File: config.mk
export PLATFORM = sky130hd
export DESIGN_NAME = operand_fetch
export DESIGN_NICKNAME = d
export VERILOG_FILES = /design/src/rtl/operand_fetch.sv
export SDC_FILE = /design/constraint.sdc
export NUM_CORES = 1
export LEC_CHECK = 0
export CAP_MARGIN = 20
export CORE_MARGIN = 8
export CORE_UTILIZATION = 30
export DETAILED_ROUTE_END_ITERATION = 6
export PLACE_DENSITY = 0.5
export SLEW_MARGIN = 25
export SYNTH_ARGS = -nofsm -noshare
export SYNTH_HDL_FRONTEND = slang
export SYNTH_SLANG_ARGS = --single-unit
File: constraint.sdc
create_clock -name Clock -period 5 [get_ports Clock]
set_clock_uncertainty 0.05 [all_clocks]
set_input_delay 1 -clock Clock [delete_from_list [all_inputs] [get_ports Clock]]
set_output_delay 1 -clock Clock [all_outputs]
set_load 0.05 [all_outputs]
File: src/rtl/operand_fetch.sv
// Operand fetch stage: owns the register-file ports, scoreboards pending writes per register
// and hands both source operands to execute through a registered valid/ready slot.
module operand_fetch #(
  parameter int DATA_WIDTH = 16,
  parameter int ADDR_WIDTH = 6
) (
  input  logic                  Clock,
  input  logic                  nReset,
  input  logic                  InValid,
  output logic                  InReady,
  input  logic [ADDR_WIDTH-1:0] InSrcA,
  input  logic [ADDR_WIDTH-1:0] InSrcB,
  input  logic                  InUseB,
  input  logic [ADDR_WIDTH-1:0] InDest,
  input  logic                  InDestWe,
  input  logic                  WbValid,
  input  logic [ADDR_WIDTH-1:0] WbAddr,
  input  logic [DATA_WIDTH-1:0] WbData,
  output logic                  RfWriteEnable,
  output logic [ADDR_WIDTH-1:0] RfAddressA,
  output logic [DATA_WIDTH-1:0] RfWriteData,
  input  logic [DATA_WIDTH-1:0] RfReadDataA,
  output logic [ADDR_WIDTH-1:0] RfAddressB,
  input  logic [DATA_WIDTH-1:0] RfReadDataB,
  output logic                  OutValid,
  input  logic                  OutReady,
  output logic [DATA_WIDTH-1:0] OutDataA,
  output logic [DATA_WIDTH-1:0] OutDataB,
  output logic [ADDR_WIDTH-1:0] OutDest,
  output logic                  OutDestWe,
  output logic [ADDR_WIDTH:0]   BusyCount,
  output logic [15:0]           StallCount,
  output logic                  WbOrphan
);

  localparam int DEPTH = 2 ** ADDR_WIDTH;
  localparam logic [ADDR_WIDTH:0] COUNT_ONE = (ADDR_WIDTH + 1)'(1);

  logic [DEPTH-1:0]      busy_q, busy_d;
  logic [ADDR_WIDTH:0]   busy_count_q, busy_count_d;
  logic [15:0]           stall_count_q, stall_count_d;
  logic                  wb_orphan_q, wb_orphan_d;
  logic                  out_valid_q, out_valid_d;
  logic [DATA_WIDTH-1:0] out_data_a_q, out_data_a_d;
  logic [DATA_WIDTH-1:0] out_data_b_q, out_data_b_d;
  logic [ADDR_WIDTH-1:0] out_dest_q, out_dest_d;
  logic                  out_dest_we_q, out_dest_we_d;
  logic                  slot_free_s, in_ready_s, issue_s;

  // A writeback owns the shared address port, so it always wins port A.
  assign RfWriteEnable = WbValid;
  assign RfWriteData   = WbData;
  assign RfAddressA    = WbValid ? WbAddr : InSrcA;
  assign RfAddressB    = InSrcB;

  assign slot_free_s = !out_valid_q || OutReady;
  assign in_ready_s  = !WbValid && slot_free_s && !busy_q[InSrcA]
                       && !(InUseB && busy_q[InSrcB])
                       && !(InDestWe && busy_q[InDest]);
  assign issue_s     = InValid && in_ready_s;

  // Scoreboard update; issue and writeback are mutually exclusive, so one change per cycle.
  always_comb begin
    busy_d       = busy_q;
    busy_count_d = busy_count_q;
    wb_orphan_d  = wb_orphan_q;
    if (WbValid) begin
      if (busy_q[WbAddr]) begin
        busy_d[WbAddr] = 1'b0;
        busy_count_d   = busy_count_q - COUNT_ONE;
      end else begin
        wb_orphan_d = 1'b1;
      end
    end else if (issue_s && InDestWe) begin
      busy_d[InDest] = 1'b1;
      busy_count_d   = busy_count_q + COUNT_ONE;
    end else begin
      busy_d = busy_q;
    end
  end

  // Stall counter saturates instead of wrapping.
  always_comb begin
    stall_count_d = stall_count_q;
    if (InValid && !in_ready_s && (stall_count_q != 16'hFFFF)) begin
      stall_count_d = stall_count_q + 16'd1;
    end else begin
      stall_count_d = stall_count_q;
    end
  end

  // Output slot: capture on issue, drop on accept, otherwise hold.
  always_comb begin
    out_valid_d   = out_valid_q;
    out_data_a_d  = out_data_a_q;
    out_data_b_d  = out_data_b_q;
    out_dest_d    = out_dest_q;
    out_dest_we_d = out_dest_we_q;
    if (issue_s) begin
      out_valid_d   = 1'b1;
      out_data_a_d  = RfReadDataA;
      out_data_b_d  = RfReadDataB;
      out_dest_d    = InDest;
      out_dest_we_d = InDestWe;
    end else if (OutReady) begin
      out_valid_d = 1'b0;
    end else begin
      out_valid_d = out_valid_q;
    end
  end

  // State registers.
  always_ff @(posedge Clock or negedge nReset) begin
    if (!nReset) begin
      busy_q        <= '0;
      busy_count_q  <= '0;
      stall_count_q <= 16'h0000;
      wb_orphan_q   <= 1'b0;
      out_valid_q   <= 1'b0;
      out_data_a_q  <= '0;
      out_data_b_q  <= '0;
      out_dest_q    <= '0;
      out_dest_we_q <= 1'b0;
    end else begin
      busy_q        <= busy_d;
      busy_count_q  <= busy_count_d;
      stall_count_q <= stall_count_d;
      wb_orphan_q   <= wb_orphan_d;
      out_valid_q   <= out_valid_d;
      out_data_a_q  <= out_data_a_d;
      out_data_b_q  <= out_data_b_d;
      out_dest_q    <= out_dest_d;
      out_dest_we_q <= out_dest_we_d;
    end
  end

  assign InReady    = in_ready_s;
  assign OutValid   = out_valid_q;
  assign OutDataA   = out_data_a_q;
  assign OutDataB   = out_data_b_q;
  assign OutDest    = out_dest_q;
  assign OutDestWe  = out_dest_we_q;
  assign BusyCount  = busy_count_q;
  assign StallCount = stall_count_q;
  assign WbOrphan   = wb_orphan_q;

endmodule

==> out/qor.csv, run 1 <==
metric,value,unit
wl_met2,12060,µm
setup_ws,113.2,ps
post_cts.repair.setup_buffers,0,
yosys_warnings,0,
syn2layout_area_growth,27.78,%
crit_chain,clkdlybuf4s50_1 > buf_4 > mux2i_1 > o22ai_1 > a211o_1 > or4b_1 > o21ai_1 > and3_1 > buf_12,
maxCapViolCount,0,
cts_tree,built,
ant_nets,0,
io_pins,173,
worstHoldPathType,reg2reg,
postCtsHoldBufs,0,
avgSynthCellArea,10.62,µm²
ys_async_sr_fraction,100.0,%
critical_path.startpoint_type,primary input,
rows,61,
syn_nets,867,
synth.distinct_cells,68,
seqPwrFrac,32.8,%
dp_hpwl,21610,µm
required,3950,ps
grt_max_degree,101,
grt_pass1_vias,7167,
maxSlewViolCount,0,
report.final.hold_viol_count,0,
syn_area,8290,µm²
dieArea,33210,µm²
ys_seq_elements,128,
core,27480,µm²
routed-via-count,7096,
post-route-min-period,4887,ps
routed_wl,29380,µm
drtPass1Iterations,5,
rsz0062_at_grt,false,
status,"complete, no violations",
relSlewSlack,44.42,%
max_freq,204.6,MHz
grt-ovfl-total,0,
routedWlPerCell,23.73,µm
powerDensity,399.5,nW/µm²
cp_slowest_cell,clkdlybuf4s50_1,
path_clk_slew,60,ps
met1_length,13250,µm
ys.flop_type,dfrtp_1,
diodes,0,
dieHeight,182.2,µm
drive_gt1_share,20.63,%
crit_family,buffers and inverters,
crit_fanout,31,
ys_seq_area_share,38.64,%
via_per_inst,5.732,
setup_viol,0,
power.internal,2.591,mW
tightest_slew,833.8,ps
grt.total_usage,17.78,%
fill_cells,2748,
arrival,3840,ps
ir_worst_vdd,0.4198,mV
cts_buffers,17,
crit_buf_inv,3,
drcViolationCount,0,
num-nets-final,965,
cts_num_sinks,128,
pre_cts_ws,121.1,ps
ctsResizeCount,0,
portBuffers,140,
cellLeakagePower,4.246,nW
power.net_switching,1.641,mW
p_comb_share,38.0,%
fin_tns_setup,0,ps
crit_type,in2out,
cts_root_buf,clkbuf_16,
synth_edf_count,0,
die_w,182.2,µm
swShare,38.78,%
gp_congestion,0.8960,
insertion_delay,420,ps
wl_met3,3452,µm
grt_pass1_wl,45740,µm
drt_iter0_markers,633,
syn_inst,781,
initial_core_util,30.17,%
htree_levels,4,
highest_layer,met4,
max_stage_delay,610,ps
endpoint_kind,output pin,
ctsLongestPathBuffers,2,
holdWs,423.7,ps
finalCritPeriodShare,97.74,%
clkPwrFrac,29.3,%
grt_antenna_before_repair,0,
==> cells in the final DEF (no fill, tap or decap), types with 12 or more instances in the layout <==
cell type and n:
xor2_1 12, nand2_1 36, dfrtp_1 128, o41ai_1 64, nor2_1 23, o21ai_0 52
clkdlybuf4s50_1 136, mux2_2 53, a21oi_1 12, nand2b_1 16, o31ai_1 17, mux2i_1 46
buf_4 32, nand3_1 19, inv_1 20, mux4_2 34, clkbuf_16 17
==> area by class of cell <==
type | count | area [µm²] | area share (%)
Multi-Input combinational cell | 534 | 4529 | 42.75
Clock buffer | 19 | 452.9 | 4.275
Sequential cell | 128 | 3203 | 30.24
Tap cell | 346 | 432.9 | 4.086
Timing Repair Buffer | 177 | 1760 | 16.62
Inverter | 21 | 78.83 | 0.7441
Clock inverter | 13 | 136.4 | 1.287
==> cells in the mapped netlist (all sizes together), types with 5 or more instances <==
cell	instances	share of area (%)
dfrtp	128	39
or3b	5	0.53
or2	5	0.38
nor2	23	1.0
a22oi	5	0.45
and3	8	0.60
xor2	12	1.3
ha	6	0.91
nand2b	16	1.2
mux2	53	7.2
o21ai	61	4.0
nor3	8	0.48
or3	7	0.53
clkbuf	54	2.4
nand3b	7	0.63
nand2	36	1.6
inv	20	0.91
xnor2	8	0.85
nor2b	6	0.45
mux4	34	9.2
o22ai	6	0.53
mux2i	46	5.6
nor3b	5	0.45
o41ai	64	6.8
a21oi	13	0.83
o221ai	5	0.53
buf	44	3.3
nand3	20	1.3
o31ai	17	1.5
nand4	6	0.45
==> metal layers <==
| layer | vias up | track usage, % |
|---|---|---|
| li1 | 3188 | - |
| met1 | 3501 | 24.75 |
| met2 | 372 | 24.55 |
| met3 | 35 | 7.576 |
| met4 | 0 | 5.051 |
| met5 | - | 0 |
==> worst reg2reg max path, delay by kind of cell (launching register included) <==
family	cells	cell delay, ps
AND/OR/NAND/NOR	5	2070
flip-flops	1	490
AO/OA/AOI/OAI	2	520
multiplexers	1	510
==> power groups by stage <==
| stage | logic [mW] | clock network (mW) | registers [mW] |
|---|---|---|---|
| 3_3_place_gp | 1.61 | 0 | 1.40 |
| 3_5_place_dp | 1.61 | 0 | 1.40 |
| 2_1_floorplan | 0.575 | 0 | 1.87 |
| 6_report | 1.61 | 1.24 | 1.39 |
| 5_1_grt | 1.71 | 1.31 | 1.41 |
| 4_1_cts | 1.62 | 1.27 | 1.39 |
==> worst paths after layout <==
path	from	to	slack, ps	cells past startpoint
min in group asynchronous	nReset	StallCount[1]	620	1
min	WbOrphan	WbOrphan	420	1
max reg2reg	busy_q[61]	busy_q[36]	1270	8
min reg2reg	WbOrphan	WbOrphan	420	1
max in group asynchronous	nReset	busy_q[52]	3350	2
max	InDest[0]	InReady	110	9
==> through the flow <==
stage               util, %  instances  total power, mW  area (µm²)
finish                38.56       1238            4.233       10590
global route          38.56       1238            4.437       10590
CTS                   38.55       1238            4.276       10590
detailed placement    36.40       1206            3.013       10000
global placement      36.40       1206            3.012       10000
floorplan                 -        781            2.447        8290
==> state kept, by name, indices dropped and copies added (netlist names) <==
name / count
OutDataA: 16
OutDest: 6
busy_q: 64
BusyCount: 7
OutDataB: 16
OutValid: 1
WbOrphan: 1
OutDestWe: 1
StallCount: 16
==> logic make-up (layout without fill, tap and decap cells) <==
group | count (synthesis) | after routing | synth area share (%)
flip-flops | 128 | 128 | 38.64
adder cells (fa/ha/maj) | 7 | 7 | 1.147
multiplexers | 133 | 133 | 21.99
buffers and inverters | 119 | 230 | 6.731
AND/OR/NAND/NOR | 167 | 167 | 11.09
AO/OA/AOI/OAI | 207 | 207 | 18.29
XOR/XNOR | 20 | 20 | 2.113
(Power assumes the default switching activity.)
==> run 2: changes to the inputs <==
- CORE_UTILIZATION: 30 -> 40
- HOLD_SLACK_MARGIN: unset -> 0.08
- PLACE_DENSITY: 0.5 -> 0.63
==> run 2 against run 1 <==
  * Sequential share of layout area increased by 0.41 points
  * Count of clock-buffer cells in the layout increased by 1
  * Non-clock buffer count decreased by 1
  * Via count increased by 1.1%
==> out/qor.csv, run 2 (synthesis gave the netlist of run 1 again) <==
metric,value,unit,change
powerDensity,403.3,nW/µm²,+0.94%
relSlewSlack,50.03,%,+5.6 points
setup_viol,0,,unchanged
holdWs,426.9,ps,+3.165 ps
critical_path.startpoint_type,primary input,,
seqPwrFrac,32.8,%,about the same
endpoint_kind,output pin,,
core,20300,µm²,-26%
path_clk_slew,50,ps,about the same
crit_buf_inv,2,,-1
layout_common_cells,"clkdlybuf4s50_1, dfrtp_1, o41ai_1, mux2_2, o21ai_0",,
hold_path_depth,1,,unchanged
gp_congestion,0.9207,,+2.8%
io_pins,173,,unchanged
largest_register_ffs,64,,unchanged
cts_root_buf,clkbuf_16,,
pre_cts_ws,127.1,ps,+5.977 ps
grt_pass1_wl,42650,µm,-6.8%
drt_iter0_markers,662,,+4.6%
status,"complete, no violations",,
maxCapViolCount,0,,unchanged
ir_worst_vdd,0.3896,mV,-7.2%
ctsResizeCount,0,,unchanged
tightest_slew,747.7,ps,-86.07 ps
routed-via-count,7176,,+1.1%
dieArea,25590,µm²,-23%
ant_nets,0,,unchanged
grt-ovfl-total,0,,unchanged
crit_chain,clkdlybuf4s50_1 > mux4_2 > nor3b_1 > a211o_1 > or4b_1 > o21ai_1 > and3_1 > buf_12,,
via_per_inst,6.181,,+7.8%
crit_family,simple AND/OR/NAND/NOR gates,,
regMostFlops,busy_q,,
cts_buffers,17,,unchanged
fin_area,10450,µm²,-1.3%
rsz0062_at_grt,false,,
required,3950,ps,about the same
power.internal,2.608,mW,+0.62%
drive_gt1_share,20.20,%,-0.43 points
regToRegSetupSlack,1320,ps,+50 ps
worstReg2RegStart,busy_q[61],,
dpl_cell_area,9871,µm²,-1.3%
rr_worst_depth,8,,unchanged
num-nets-final,964,,-0.10%
crit_fanout,4,,-87%
timing.rr.end,busy_q[40],,
portBuffers,140,,unchanged
worstHoldPathType,reg2reg,,
fin_util,51.50,%,+13 points
insertion_delay,420,ps,about the same
arrival,3830,ps,about the same
drtPass1Iterations,5,,unchanged
grt_pass1_vias,7334,,+2.3%
grt.total_usage,21.04,%,+3.3 points
grt_max_degree,75,,-26%
post-route-min-period,4881,ps,-5.775 ps
swShare,38.15,%,-0.62 points
setup_ws,119.0,ps,+5.775 ps
layout_commonest_cell,clkdlybuf4s50_1,,
max_freq,204.9,MHz,+0.12%
postCtsHoldBufs,0,,unchanged
maxSlewViolCount,0,,unchanged
drcViolationCount,0,,unchanged
dp_hpwl,19980,µm,-7.5%
dieHeight,160.0,µm,-12%
cellLeakagePower,4.231,nW,-0.37%
grt_antenna_before_repair,0,,unchanged
power.net_switching,1.609,mW,-2.0%
routed_wl,27270,µm,-7.2%
min-delay-start,BusyCount[6],,
post_cts.repair.setup_buffers,0,,unchanged
initial_core_util,40.84,%,+11 points
worstHoldEndpoint,BusyCount[6],,
cp-startpoint,InDest[0],,
syn2layout_area_growth,26.09,%,
rows,52,,-15%
clkPwrFrac,29.2,%,about the same
max_stage_delay,610,ps,about the same
routedWlPerCell,23.49,µm,-1.0%
cts_tree,built,,
finalCritPeriodShare,97.62,%,-0.12 points
diodes,0,,unchanged
ctsLongestPathBuffers,2,,unchanged
report.final.hold_viol_count,0,,unchanged
cp_slowest_cell,clkdlybuf4s50_1,,
crit_type,in2out,,
die_w,160.0,µm,-12%
cts_num_sinks,128,,unchanged
fin_tns_setup,0,ps,unchanged
htree_levels,4,,unchanged
path_depth,8,,-1
p_comb_share,38.0,%,about the same
==> run 2: cell types whose count changed in the layout (fill, tap and decap cells not counted), moves of 2 or more <==
cell / change
clkbuf_8: -3
clkinv_2: +2
buf_12: -2
inv_6: -2
clkbuf_1: +3
==> run 2: power by group through the flow <==
stage          logic [mW]  clock network [mW]  registers (mW)
3_5_place_dp         1.61                   0            1.39
4_1_cts              1.61                1.25            1.38
6_report             1.60                1.23            1.38
5_1_grt              1.70                1.29            1.41
3_3_place_gp         1.60                   0            1.39
2_1_floorplan       0.575                   0            1.87
==> run 2: worst max path at each step <==
stage | to | slack [ps]
finish | InReady | 120
global route | InReady | 40
CTS | InReady | 150
detailed placement | busy_q[40] | 130
global placement | busy_q[40] | 150
floorplan | InReady | 510
==> run 2: per-layer routing <==
metal	wire length, µm	global-route usage, %
met2	11520	29.68
met5	0	0
met3	3916	10.05
met1	11190	27.69
met4	635	7.009
==> run 2: per-stage QoR <==
step | power, mW | std cells
floorplan | 2.447 | 781
global placement | 2.986 | 1129
detailed placement | 2.998 | 1129
CTS | 4.245 | 1161
global route | 4.399 | 1161
finish | 4.216 | 1161
==> run 2: layout make-up <==
type | count | area [µm²]
tap | 270 | 337.8
clock buffer | 20 | 436.7
sequential | 128 | 3203
multi-input combinational | 534 | 4529
fill | 1839 | 9846
inverter | 21 | 78.83
timing repair buffer | 176 | 1725
clock inverter | 12 | 142.6
==> run 3: changes to the inputs <==
- CORE_ASPECT_RATIO: unset -> 0.5
- PLACE_DENSITY: 0.63 -> 0.66
- clock period: 5 -> 4.3 ns (I/O delays scaled with it)
==> run 3 against run 2 <==
  * Combinational power increased by 19%
  * Cell area increased by 3.7%
  * Largest power group unchanged
  * Total power increased by 18%
  * Via count increased by 3.7%
  * Final cell count increased by 3.6%
  * Worst setup slack got worse by 71 ps
==> out/qor.csv, run 3 (synthesis gave the netlist of run 1 again) <==
metric,value,unit,change
setup_viol,0,,unchanged
portBuffers,140,,unchanged
routed_wl,28930,µm,+6.1%
crit_fanout,24,,+20
cts_tree,built,,
num-nets-final,1005,,+4.3%
dp_hpwl,21170,µm,+6.0%
io_pins,173,,unchanged
ir_worst_vdd,0.4092,mV,+5.0%
powerDensity,458.9,nW/µm²,+14%
final_cells,1203,,+3.6%
grt_pass1_vias,7566,,+3.2%
regMostFlops,busy_q,,
diodes,0,,unchanged
grt-ovfl-total,0,,unchanged
drive_gt1_share,24.52,%,+4.3 points
critPathCapture,InReady,,
post-route-min-period,4252,ps,
worstReg2RegStart,busy_q[57],,
ant_nets,0,,unchanged
postCtsHoldBufs,0,,unchanged
fill_cells,1827,,-0.65%
grt_pass1_wl,44760,µm,+5.0%
cts_num_sinks,128,,unchanged
insertion_delay,430,ps,about the same
report.final.hold_viol_count,0,,unchanged
drtPass1Iterations,5,,unchanged
endpoint_kind,output pin,,
arrival,3340,ps,-490 ps
via_per_inst,6.187,,about the same
crit_type,in2out,,
cellLeakagePower,4.466,nW,+5.6%
timing.rr.end,busy_q[30],,
maxSlewViolCount,0,,unchanged
dp_cells,1165,,+3.2%
dieArea,25870,µm²,+1.1%
critical_path.startpoint_type,primary input,,
syn2layout_area_growth,30.76,%,
ctsLongestPathBuffers,2,,unchanged
routed-via-count,7443,,+3.7%
fin_tns_setup,0,ps,unchanged
required,3390,ps,-560 ps
die_w,219.6,µm,+37%
drt_iter0_markers,840,,+27%
cp-startpoint,InDest[1],,
grt_antenna_before_repair,0,,unchanged
fin_util,52.98,%,+1.5 points
drcViolationCount,0,,unchanged
path_clk_slew,60,ps,about the same
worstHoldPathType,in2async,,
rsz0062_at_grt,false,,
rows,37,,-29%
initial_core_util,40.52,%,-0.32 points
regToRegSetupSlack,620,ps,-700 ps
finalCritPeriodShare,98.87,%,
routedWlPerCell,24.05,µm,+2.4%
core,20460,µm²,+0.80%
dieHeight,117.8,µm,-26%
rr_worst_depth,8,,unchanged
max_freq,235.2,MHz,
status,"complete, no violations",,
layout_common_cells,"clkdlybuf4s50_1, dfrtp_1, buf_4, o41ai_1, mux2_2",,
grt_max_degree,105,,+40%
relSlewSlack,45.14,%,-4.9 points
cts_root_buf,clkbuf_16,,
tightest_slew,822.9,ps,+75.25 ps
largest_register_ffs,64,,unchanged
gp_congestion,0.9542,,+3.6%
grt.total_usage,22.03,%,+0.99 points
layout_commonest_cell,clkdlybuf4s50_1,,
htree_levels,4,,unchanged
maxCapViolCount,0,,unchanged
cts_buffers,17,,unchanged
-- run 3: power breakdown --
part           internal [mW]  switching [mW]  total, mW
sequential              1.41           0.195       1.61
clock                  0.934           0.523       1.46
combinational          0.745            1.16       1.91
total                   3.09            1.88       4.97
-- run 3: layout make-up --
type | instances | area, µm² | share of cell area (%)
clock buffers | 24 | 471.7 | 4.351
repair buffers | 217 | 2066 | 19.06
flip-flops and latches | 128 | 3203 | 29.55
multi-input cells | 534 | 4572 | 42.17
well taps | 273 | 341.6 | 3.151
clock inverters | 6 | 107.6 | 0.9926
inverters | 21 | 78.83 | 0.7271
-- run 3: metal layers --
metal,global-route usage [%],wire length [µm]
met5,0,0
met4,7.502,580
met3,6.131,3119
met2,33.97,13410
met1,29.39,11820
-- run 3: what timing repair did --
item | CTS | global route
endpoints found under the setup margin | 1 | 1
pin swaps | 0 | 2
resized for setup | 5 | 11
hold endpoints to repair | 0 | 0
buffers inserted | 0 | 8
-- run 3: worst min-delay path by stage --
| stage | to | cells after the start | slack, ps | startpoint |
|---|---|---|---|---|
| after CTS | WbOrphan | 1 | 290 | nReset |
| final | WbOrphan | 1 | 290 | nReset |
| after floorplan | busy_q[40] | 2 | 470 | busy_q[40] |
| after global placement | WbOrphan | 1 | 400 | WbOrphan |
| after detailed placement | BusyCount[6] | 1 | 420 | BusyCount[6] |
| after global routing | busy_q[25] | 1 | 310 | nReset |
-- run 3: per-stage QoR --
stage	worst slack, ps	cell area [µm²]	hold slack, ps	power (mW)
after floorplan	93.25	8290	465.4	2.845
after global placement	-330.3	10150	404.7	3.489
after detailed placement	-397.5	10150	416.2	3.529
after CTS	2.274	10740	290.8	4.999
after global routing	7.184	10840	306.4	5.182
final	48.39	10840	293.0	4.974
-- run 3: critical path: stages --
cell and delay [ps]:
clkdlybuf4s50_1 510, buf_12 170, mux2_2 340, a2bb2oi_1 150, a31oi_1 130, or4b_4 540
o21ai_4 170, buf_6 130, and3_4 200, buf_12 140
